===== src/rtl/multicycle_step_ctrl_if.sv =====
// Instruction-fetch and data-memory valid/ready buses between the step sequencer and its memories.
interface multicycle_step_ctrl_if #(
  parameter int XLEN = 32
);
  logic              ifu_req_valid;
  logic              ifu_req_ready;
  logic [XLEN-1:0]   ifu_addr;
  logic              ifu_rvalid;
  logic [31:0]       ifu_rdata;

  logic              dmem_req_valid;
  logic              dmem_req_ready;
  logic              dmem_we;
  logic [XLEN-1:0]   dmem_addr;
  logic [XLEN-1:0]   dmem_wdata;
  logic [XLEN/8-1:0] dmem_wstrb;
  logic              dmem_rvalid;
  logic [XLEN-1:0]   dmem_rdata;

  modport master (
    output ifu_req_valid, ifu_addr,
    input  ifu_req_ready, ifu_rvalid, ifu_rdata,
    output dmem_req_valid, dmem_we, dmem_addr, dmem_wdata, dmem_wstrb,
    input  dmem_req_ready, dmem_rvalid, dmem_rdata
  );

  modport slave (
    input  ifu_req_valid, ifu_addr,
    output ifu_req_ready, ifu_rvalid, ifu_rdata,
    input  dmem_req_valid, dmem_we, dmem_addr, dmem_wdata, dmem_wstrb,
    output dmem_req_ready, dmem_rvalid, dmem_rdata
  );
endinterface


===== src/rtl/multicycle_step_ctrl.sv =====
// Multi-cycle FETCH/EXEC/MEM/WB sequencer with load/store lane alignment and load extension.
// Optional NPC_PERF_CNT_EN adds 64-bit cycle and retired-instruction counters.
module multicycle_step_ctrl #(
  parameter int              XLEN    = 32,
  parameter logic [XLEN-1:0] INIT_PC = XLEN'(32'h8000_0000)
) (
  input  logic                       clk,
  input  logic                       reset,
  multicycle_step_ctrl_if.master     bus,
  output logic [XLEN-1:0]            pc,
  output logic [31:0]                inst,
  input  logic [XLEN-1:0]            ex_next_pc,
  input  logic                       ex_is_load,
  input  logic                       ex_is_store,
  input  logic [2:0]                 ex_funct3,
  input  logic [XLEN-1:0]            ex_addr,
  input  logic [XLEN-1:0]            ex_wdata,
  output logic                       rf_wen,
  output logic [XLEN-1:0]            load_data,
  output logic                       commit,
  output logic                       misalign
`ifdef NPC_PERF_CNT_EN
  ,
  output logic [63:0]                perf_cycle,
  output logic [63:0]                perf_instret
`endif
);

  localparam int NB   = XLEN / 8;
  localparam int OFFW = $clog2(NB);

  typedef enum logic [2:0] {
    S_FETCH_REQ, S_FETCH_WAIT, S_EXEC, S_MEM_REQ, S_MEM_WAIT, S_WB, S_HALT
  } state_e;

  // Returns {unsigned, log2(bytes)}; unsupported encodings fall back to a signed word.
  function automatic logic [2:0] decode_size(input logic [2:0] f3);
    logic [2:0] r;
    case (f3)
      3'd0:    r = 3'b0_00;
      3'd1:    r = 3'b0_01;
      3'd2:    r = 3'b0_10;
      3'd4:    r = 3'b1_00;
      3'd5:    r = 3'b1_01;
      3'd3:    r = (XLEN == 64) ? 3'b0_11 : 3'b0_10;
      3'd6:    r = (XLEN == 64) ? 3'b1_10 : 3'b0_10;
      default: r = 3'b0_10;
    endcase
    return r;
  endfunction

  state_e          state_q, state_d;
  logic [XLEN-1:0] pc_q, pc_d;
  logic [31:0]     inst_q, inst_d;
  logic [XLEN-1:0] next_pc_q, next_pc_d;
  logic            store_q, store_d;
  logic [1:0]      size_q, size_d;
  logic            uns_q, uns_d;
  logic [XLEN-1:0] addr_q, addr_d;
  logic [XLEN-1:0] wdata_q, wdata_d;
  logic [XLEN-1:0] rdata_q, rdata_d;
  logic            misalign_q, misalign_d;

  logic [2:0]      ex_sz;
  logic            ex_misalign;
  logic            ex_mem;

  always_comb begin
    ex_sz  = decode_size(ex_funct3);
    ex_mem = ex_is_load | ex_is_store;
    case (ex_sz[1:0])
      2'd1:    ex_misalign = ex_addr[0];
      2'd2:    ex_misalign = |ex_addr[1:0];
      2'd3:    ex_misalign = |ex_addr[2:0];
      default: ex_misalign = 1'b0;
    endcase
  end

  always_comb begin
    state_d    = state_q;
    pc_d       = pc_q;
    inst_d     = inst_q;
    next_pc_d  = next_pc_q;
    store_d    = store_q;
    size_d     = size_q;
    uns_d      = uns_q;
    addr_d     = addr_q;
    wdata_d    = wdata_q;
    rdata_d    = rdata_q;
    misalign_d = misalign_q;
    bus.ifu_req_valid  = 1'b0;
    bus.dmem_req_valid = 1'b0;
    commit             = 1'b0;
    rf_wen             = 1'b0;

    case (state_q)
      S_FETCH_REQ: begin
        bus.ifu_req_valid = 1'b1;
        if (bus.ifu_req_ready) state_d = S_FETCH_WAIT;
      end
      S_FETCH_WAIT: begin
        if (bus.ifu_rvalid) begin
          inst_d  = bus.ifu_rdata;
          state_d = S_EXEC;
        end
      end
      S_EXEC: begin
        next_pc_d = ex_next_pc;
        store_d   = ex_is_store;
        size_d    = ex_sz[1:0];
        uns_d     = ex_sz[2];
        addr_d    = ex_addr;
        wdata_d   = ex_wdata;
        if (ex_mem && ex_misalign) begin
          misalign_d = 1'b1;
          state_d    = S_HALT;
        end else if (ex_mem) begin
          state_d = S_MEM_REQ;
        end else begin
          state_d = S_WB;
        end
      end
      S_MEM_REQ: begin
        bus.dmem_req_valid = 1'b1;
        if (bus.dmem_req_ready) state_d = S_MEM_WAIT;
      end
      S_MEM_WAIT: begin
        if (bus.dmem_rvalid) begin
          rdata_d = bus.dmem_rdata;
          state_d = S_WB;
        end
      end
      S_WB: begin
        commit  = 1'b1;
        rf_wen  = ~store_q;
        pc_d    = next_pc_q;
        state_d = S_FETCH_REQ;
      end
      S_HALT:  state_d = S_HALT;
      default: state_d = S_FETCH_REQ;
    endcase

    // Keep every request and pulse quiet while reset is held.
    if (reset) begin
      bus.ifu_req_valid  = 1'b0;
      bus.dmem_req_valid = 1'b0;
      commit             = 1'b0;
      rf_wen             = 1'b0;
    end
  end

  always_ff @(posedge clk) begin
    if (reset) begin
      state_q    <= S_FETCH_REQ;
      pc_q       <= INIT_PC;
      inst_q     <= '0;
      next_pc_q  <= '0;
      store_q    <= 1'b0;
      size_q     <= '0;
      uns_q      <= 1'b0;
      addr_q     <= '0;
      wdata_q    <= '0;
      rdata_q    <= '0;
      misalign_q <= 1'b0;
    end else begin
      state_q    <= state_d;
      pc_q       <= pc_d;
      inst_q     <= inst_d;
      next_pc_q  <= next_pc_d;
      store_q    <= store_d;
      size_q     <= size_d;
      uns_q      <= uns_d;
      addr_q     <= addr_d;
      wdata_q    <= wdata_d;
      rdata_q    <= rdata_d;
      misalign_q <= misalign_d;
    end
  end

  logic [OFFW-1:0] offset;
  logic [NB-1:0]   size_mask;
  logic [XLEN-1:0] shifted;

  always_comb begin
    offset = addr_q[OFFW-1:0];
    case (size_q)
      2'd0:    size_mask = NB'(8'h01);
      2'd1:    size_mask = NB'(8'h03);
      2'd2:    size_mask = NB'(8'h0F);
      default: size_mask = NB'(8'hFF);
    endcase
    shifted = rdata_q >> {offset, 3'b000};
    case (size_q)
      2'd0:    load_data = uns_q ? XLEN'(shifted[7:0])  : XLEN'(signed'(shifted[7:0]));
      2'd1:    load_data = uns_q ? XLEN'(shifted[15:0]) : XLEN'(signed'(shifted[15:0]));
      2'd2:    load_data = uns_q ? XLEN'(shifted[31:0]) : XLEN'(signed'(shifted[31:0]));
      default: load_data = shifted;
    endcase
  end

  assign bus.ifu_addr   = pc_q;
  assign bus.dmem_we    = store_q;
  assign bus.dmem_addr  = {addr_q[XLEN-1:OFFW], {OFFW{1'b0}}};
  assign bus.dmem_wdata = wdata_q << {offset, 3'b000};
  assign bus.dmem_wstrb = (state_q == S_MEM_REQ && store_q && !reset) ? (size_mask << offset) : '0;

  assign pc       = pc_q;
  assign inst     = inst_q;
  assign misalign = misalign_q;

`ifdef NPC_PERF_CNT_EN
  logic [63:0] perf_cycle_q, perf_cycle_d;
  logic [63:0] perf_instret_q, perf_instret_d;

  always_comb begin
    perf_cycle_d   = perf_cycle_q + 64'd1;
    perf_instret_d = perf_instret_q + {63'd0, commit};
  end

  always_ff @(posedge clk) begin
    if (reset) begin
      perf_cycle_q   <= '0;
      perf_instret_q <= '0;
    end else begin
      perf_cycle_q   <= perf_cycle_d;
      perf_instret_q <= perf_instret_d;
    end
  end

  assign perf_cycle   = perf_cycle_q;
  assign perf_instret = perf_instret_q;
`endif

endmodule

===== src/flat_wrapper.sv =====
// flat-port wrapper written by rule: the top's interface ports become plain ports
module multicycle_step_ctrl_flat 
#(
  parameter int              XLEN    = 32,
  parameter logic [XLEN-1:0] INIT_PC = XLEN'(32'h8000_0000)
)
  (clk, reset, pc, inst, ex_next_pc, ex_is_load, ex_is_store, ex_funct3, ex_addr, ex_wdata, rf_wen, load_data, commit, misalign, bus_ifu_req_valid, bus_ifu_addr, bus_ifu_req_ready, bus_ifu_rvalid, bus_ifu_rdata, bus_dmem_req_valid, bus_dmem_we, bus_dmem_addr, bus_dmem_wdata, bus_dmem_wstrb, bus_dmem_req_ready, bus_dmem_rvalid, bus_dmem_rdata);
  multicycle_step_ctrl_if #(.XLEN(XLEN)) bus_i ();
  input  logic clk;
  input  logic reset;
  output logic [XLEN-1:0] pc;
  output logic [31:0] inst;
  input  logic [XLEN-1:0] ex_next_pc;
  input  logic ex_is_load;
  input  logic ex_is_store;
  input  logic [2:0] ex_funct3;
  input  logic [XLEN-1:0] ex_addr;
  input  logic [XLEN-1:0] ex_wdata;
  output logic rf_wen;
  output logic [XLEN-1:0] load_data;
  output logic commit;
  output logic misalign;
  output wire logic [$bits(bus_i.ifu_req_valid)-1:0] bus_ifu_req_valid;
  output wire logic [$bits(bus_i.ifu_addr)-1:0] bus_ifu_addr;
  input wire logic [$bits(bus_i.ifu_req_ready)-1:0] bus_ifu_req_ready;
  input wire logic [$bits(bus_i.ifu_rvalid)-1:0] bus_ifu_rvalid;
  input wire logic [$bits(bus_i.ifu_rdata)-1:0] bus_ifu_rdata;
  output wire logic [$bits(bus_i.dmem_req_valid)-1:0] bus_dmem_req_valid;
  output wire logic [$bits(bus_i.dmem_we)-1:0] bus_dmem_we;
  output wire logic [$bits(bus_i.dmem_addr)-1:0] bus_dmem_addr;
  output wire logic [$bits(bus_i.dmem_wdata)-1:0] bus_dmem_wdata;
  output wire logic [$bits(bus_i.dmem_wstrb)-1:0] bus_dmem_wstrb;
  input wire logic [$bits(bus_i.dmem_req_ready)-1:0] bus_dmem_req_ready;
  input wire logic [$bits(bus_i.dmem_rvalid)-1:0] bus_dmem_rvalid;
  input wire logic [$bits(bus_i.dmem_rdata)-1:0] bus_dmem_rdata;
  assign bus_ifu_req_valid = bus_i.ifu_req_valid;
  assign bus_ifu_addr = bus_i.ifu_addr;
  assign bus_i.ifu_req_ready = bus_ifu_req_ready;
  assign bus_i.ifu_rvalid = bus_ifu_rvalid;
  assign bus_i.ifu_rdata = bus_ifu_rdata;
  assign bus_dmem_req_valid = bus_i.dmem_req_valid;
  assign bus_dmem_we = bus_i.dmem_we;
  assign bus_dmem_addr = bus_i.dmem_addr;
  assign bus_dmem_wdata = bus_i.dmem_wdata;
  assign bus_dmem_wstrb = bus_i.dmem_wstrb;
  assign bus_i.dmem_req_ready = bus_dmem_req_ready;
  assign bus_i.dmem_rvalid = bus_dmem_rvalid;
  assign bus_i.dmem_rdata = bus_dmem_rdata;
  multicycle_step_ctrl #(.XLEN(XLEN), .INIT_PC(INIT_PC)) u_core (.clk(clk), .reset(reset), .bus(bus_i), .pc(pc), .inst(inst), .ex_next_pc(ex_next_pc), .ex_is_load(ex_is_load), .ex_is_store(ex_is_store), .ex_funct3(ex_funct3), .ex_addr(ex_addr), .ex_wdata(ex_wdata), .rf_wen(rf_wen), .load_data(load_data), .commit(commit), .misalign(misalign));
endmodule

===== config.mk =====
export PLATFORM = sky130hd
export DESIGN_NAME = multicycle_step_ctrl_flat
export DESIGN_NICKNAME = d
export VERILOG_FILES = /design/src/rtl/multicycle_step_ctrl_if.sv /design/src/rtl/multicycle_step_ctrl.sv /design/src/flat_wrapper.sv
export SDC_FILE = /design/constraint.sdc
export NUM_CORES = 1
export LEC_CHECK = 0
export CAP_MARGIN = 40
export CORE_MARGIN = 2
export CORE_UTILIZATION = 43
export DETAILED_ROUTE_END_ITERATION = 8
export GPL_ROUTABILITY_DRIVEN = 0
export PLACE_DENSITY = 0.81
export SYNTH_ARGS = -nofsm -noshare
export SYNTH_HDL_FRONTEND = slang
export SYNTH_SLANG_ARGS = --single-unit

===== constraint.sdc =====
create_clock -name clk -period 1.9 [get_ports clk]
set_clock_uncertainty 0.15 [all_clocks]
set_input_delay 0.19 -clock clk [delete_from_list [all_inputs] [get_ports clk]]
set_output_delay 0.19 -clock clk [all_outputs]
set_load 0.02 [all_outputs]

Yosys cells after proc, flatten, opt, wreduce, memory -nomap -nowiden --
Index checks and enable logic that the tools add are counted.
Word-level totals: bits in latches 0, input port bits 171, memories 0, ROM bits 0, RAM bits 0, register bits after elaboration 200
Operators by class: divide/modulo/power cells 0, $add $sub $neg 0, reductions and logical operators 13, mux-type cells 22, bitwise logic cells 2, shift-type cells 3, $lt $le $gt $ge 0, equal/unequal tests 17, multiply operators 0
Operator list (number):
- 2-to-1 mux 32 bit | 2
- one-hot mux 32 bit (2 select lines) | 1
- left shift 32 x 5 -> 32 bit | 1
- >> shifter 32 x 5 -> 32 bit | 1
- 2-to-1 mux 3 bit | 6
- one-hot mux 3 bit (6 select lines) | 1
- == test 3 bit, second input constant | 5
- one-hot mux 3 bit (4 select lines) | 1
- 2-to-1 mux 1 bit | 8
- inequality test 2 bit, second input constant | 4
- one-hot mux 4 bit (2 select lines) | 1
- == test 3 x 1 -> 1 bit, second input constant | 2
- == test 3 x 2 -> 1 bit, second input constant | 2
- zero test 3 bit | 2
- AND reduction 2 bit | 3
- == test 2 x 1 -> 1 bit, second input constant | 2
- == test 2 bit, second input constant | 2
- 2-to-1 mux 4 bit | 1
- AND reduction 4 bit | 1
- left shift 4 x 2 -> 4 bit | 1
- logical AND 1 bit | 3
- one-hot mux 1 bit (3 select lines) | 1
- OR reduction 3 bit | 1
- zero test 2 bit | 1
- other kinds (4) | 4

Logic depth before layout (Yosys ltp) --
depth in word-level cells 7, depth in mapped cells 8

Worst setup path before layout --
OpenSTA, ideal clock, no wires.
path type reg2out, start register u_core.state_q[2], end output rf_wen, setup slack -0.106 ns, arrival time 1.666 ns, stages on the path, launching flop included 7, cell sequence dfxtp_1 buf_2 inv_1 or3_1 clkbuf_1 buf_2 nor3_1
On the way: cells in the longest elaborated chain, start to end 3
RTL lines:
- start, declared | RTL line multicycle_step_ctrl.sv:52 | state_e state_q, state_d;
- start signal, assigned | RTL line multicycle_step_ctrl.sv:166 | state_q <= state_d;
- == test 3 bit | RTL line multicycle_step_ctrl.sv:96 | case (state_q)
- 2-to-1 mux 1 bit | RTL line multicycle_step_ctrl.sv:96
- 2-to-1 mux 1 bit | RTL line multicycle_step_ctrl.sv:144 | if (reset) begin
- end, declared | RTL line flat_wrapper.sv:19 | output logic rf_wen;
Every way passes these cells.

Final worst setup path --
start register u_core.addr_q[1], end output load_data[16]
On the way: cells in the longest elaborated chain, start to end 3
RTL lines:
- start, declared | RTL line multicycle_step_ctrl.sv:59 | logic [XLEN-1:0] addr_q, addr_d;
- start signal, assigned | RTL line multicycle_step_ctrl.sv:173 | addr_q <= addr_d;
- >> shifter 32 x 5 -> 32 bit (*) | RTL line multicycle_step_ctrl.sv:192 | shifted = rdata_q >> {offset, 3'b000};
- 2-to-1 mux 32 bit (on tied branches) | RTL line multicycle_step_ctrl.sv:195, multicycle_step_ctrl.sv:194
- one-hot mux 32 bit (2 select lines) (*) | RTL line multicycle_step_ctrl.sv:193 | case (size_q)
- end, declared | RTL line flat_wrapper.sv:20 | output logic [XLEN-1:0] load_data;
Mark *: on every way between the ends. The rest lies on a longest branch, timed or not.

==> results by group <==
Flow run
  – Max cap viols: 0

Critical path
  – Reg2reg start: u_core.state_q[0]
  – CP Launch Type: flop
  – Worst-path fanout max: 8
  – Worst Setup End Kind: output port
  – R2r setup slk: 0.12 ns
  – Crit path required time: 1.56 ns
  – CP cell instances: buf_4, mux2i_1, o2bb2ai_1, a22oi_4, buf_6, o21ai_2, buf_6
  – Setup Crit Path Kind: reg2out
  – Reg2Reg Depth: 7
  – Instance count on the critical path: 7
  – Worst Path Buf+Inv: 3
  – Critical path's most frequent cell: buf_6
  – R2R Path End: u_core.rdata_q[21]
  – CP max stage cell: dfxtp_4
  – Crit path to: load_data[16]
  – CP max stage delay: 0.42 ns
  – Critical path's top delay family: compound AO/OA/AOI/OAI gates
  – CP arrival: 2.10 ns
  – Critical Path Source: u_core.addr_q[1]

Layout
  – Final cell count without fillers: 1786
  – Share of cells above drive strength 1: 21.3%
  – Final instance area: 0.0141 mm2
  – Area delta synth->final: 62.1%
  – Nets: 1674

Synthesis
  – Cell Area, Synth: 0.00870 mm2
  – Synthesized area per cell: 7.50 um2
  – Yosys cell types: 40
  – Post-synthesis register bit count: 200
  – Mapped Cells: 1159
  – Synth area leaders: dfxtp_1, nand2_1, a21oi_1
  – Yosys warns: 0
  – Top cell type by total area after synthesis: dfxtp_1
  – Area share of the largest cell type after synthesis: 46.0%
  – Register area share after synthesis: 46.0%

Drt
  – WL/cell: 17.9 um
  – Final ANT Viol Nets: 0
  – DRC: 0
  – DRT iter0 DRCs: 692
  – DR vias: 9367
  – Drt first pass iters: 6
  – Avg Vias per Cell: 5.24
  – Post-Route WL: 32.0 mm

Placed design
  – Dpl hpwl: 20.1 mm
  – Placed insts: 1717
  – Area after DPL: 0.0126 mm2
  – PortBufs: 370

Global routing
  – Total Routing Usage GR: 26.0%
  – Remaining Overflow, GRT: 0
  – Vias in the first global route: 8583
  – Antenna violations before repair: 1
  – Global-route wire length before repair: 44.6 mm
  – Largest net degree at the start of global routing: 70

Timing
  – Max-slew headroom: 52.7%
  – Setup-failing EPs final: 67
  – FMAX: 409 MHz
  – Hold Violations, Final: 0
  – Post-route clock period utilization: 129%
  – RSZ-0062 raised after global routing: true
  – Period minus WS final: 2.44 ns
  – Slew Viols, Final: 0
  – Final worst setup slack: -0.542 ns
  – Worst-Margin Slew: 0.710 ns

Power and ir drop
  – Peak VDD IR: 718 uV
  – Pleak: 5.09 nW
  – Power per cell area: 857 mW/mm2

CTS
  – CTS root buffer: clkbuf_16
  – CTS max path bufs: 2
  – Sinks on Clock Net: 200
  – CTS tree: yes
  – H-tree levels: 4
  – Clock Pin Slew Worst Setup and Hold Paths: 0.08 ns
  – Clk Latency, worst-skew pair: 0.43 ns
  – Number of CTS-inserted buffers: 17

Floorplan
  – Core footprint: 0.0200 mm2
  – Die Span X: 146 um
  – Initial Util: 43.4%
  – Row cnt: 52
  – Full die area: 0.0214 mm2
  – Die Height: 146 um
  – IO Count: 373

Status
  – Status: finished with violations
  – Failing checks: negative setup slack

Worst hold path
  – Worst hold path class: in2reg
[how the worst min path moves through the flow]
stage	from	cells after the start	to
floorplan	bus_dmem_rdata[0]	2	u_core.rdata_q[0]
global placement	u_core.next_pc_q[21]	2	u_core.bus.ifu_addr[21]
detailed placement	u_core.next_pc_q[22]	2	u_core.bus.ifu_addr[22]
CTS	ex_addr[15]	3	u_core.addr_q[15]
global route	ex_addr[17]	3	u_core.addr_q[17]
finish	bus_ifu_rdata[19]	3	u_core.inst[19]
[worst register-to-register path, stage by stage, from the launching register on]
cell and delay [ns]:
dfxtp_2 0.33, buf_4 0.13, buf_4 0.13, nor2_1 0.20, and3_1 0.24, buf_12 0.20, nand2_1 0.10, a21oi_1 0.24
[layer usage]
metal	global-route usage, %	vias to the layer above	part of all wire [%]
met1	30.3	4393	37
met3	6.25	102	8.4
met4	13.1	0	4.8
met2	44.6	453	50
met5	0	-	0
li1	-	4419	-
[stage by stage]
stage	setup TNS (ns)	hold WS [ns]	power, W	utilization, %	worst slack [ns]
after floorplan	-1.01	0.176	0.00654	-	-0.0658
after global placement	-14.88	0.286	0.00800	62.6	-0.349
after detailed placement	-16.90	0.292	0.00806	62.6	-0.390
after CTS	-14.51	0.132	0.0117	67.3	-0.508
after global routing	-24.37	0.146	0.0126	70.3	-0.616
final	-20.81	0.134	0.0121	70.3	-0.542
[where the power goes]
part	internal [W]	leakage (nW)	switching, W
registers	0.00455	1.62	0.000257
clock network	0.00174	0.271	0.00176
logic	0.00180	3.20	0.00197
total	0.00808	5.09	0.00399
[timing repair]
| item | 4_1_cts | 5_1_grt |
|---|---|---|
| endpoints found under the setup margin | 72 | 72 |
| hold buffers | 0 | 0 |
| gates cloned | 1 | 1 |
| setup buffers | 20 | 16 |
| pin swaps | 9 | 18 |
| resized for setup | 473 | 129 |
[registers in the layout (all words and copies together) (netlist names)]
name / count
u_core.addr_q: 32
u_core.bus.ifu_addr: 32
u_core.inst: 32
u_core.next_pc_q: 32
u_core.rdata_q: 32
u_core.wdata_q: 32
u_core.state_q: 3
u_core.size_q: 2
u_core.bus.dmem_we: 1
u_core.misalign: 1
u_core.uns_q: 1
[cell families (layout without fill, tap and decap cells)]
group                  Yosys count  after routing  synth area share, %
other                            1              3               0.0431
buffers and inverters          157            512                 10.1
and+or+nand+nor                499            499                 23.1
AOI/OAI and AO/OA              269            269                 16.8
muxes                           33             33                 3.94
DFF                            200            200                 46.0
[Yosys cell counts (all sizes together)]
cell	count
nand2	416
o221ai	1
and2	9
or3b	1
o311ai	1
a32o	1
nand2b	1
and3	2
nor2b	21
nor4	1
a2111o	1
nand3	1
nor3b	3
a211oi	23
inv	4
conb	1
nor2	31
o22ai	1
or3	1
dfxtp	200
nand3b	1
a21oi	216
or2	1
buf	92
mux4	1
mux2i	32
a22oi	1
o2bb2ai	1
nor3	9
a2111oi	1
and3b	1
o31ai	1
clkbuf	61
o21ai	21
[cell usage in the layout (no fill, tap or decap), drive strengths merged, types with 6 or more instances in the layout]
cell	netlist	layout
dfxtp	200	200
a21oi	216	216
nor2	31	31
inv	4	10
mux2i	32	32
nor2b	21	21
clkbuf	61	18
nand2	416	416
clkinv	0	6
clkdlybuf4s50	0	296
nor3	9	9
buf	92	178
and2	9	9
o21ai	21	21
a211oi	23	23
[final cells by class]
cell class | instances | area, um2
Clock inverter | 14 | 138
Timing Repair Buffer | 477 | 4810
Multi-Input combinational cell | 803 | 4350
Sequential cell | 200 | 4010
Clock buffer | 17 | 425
Antenna cell | 1 | 2.50
Inverter | 4 | 15.0
Tap cell | 270 | 338
Fill cell | 1488 | 5940
Power figures use the tool's default switching activity.
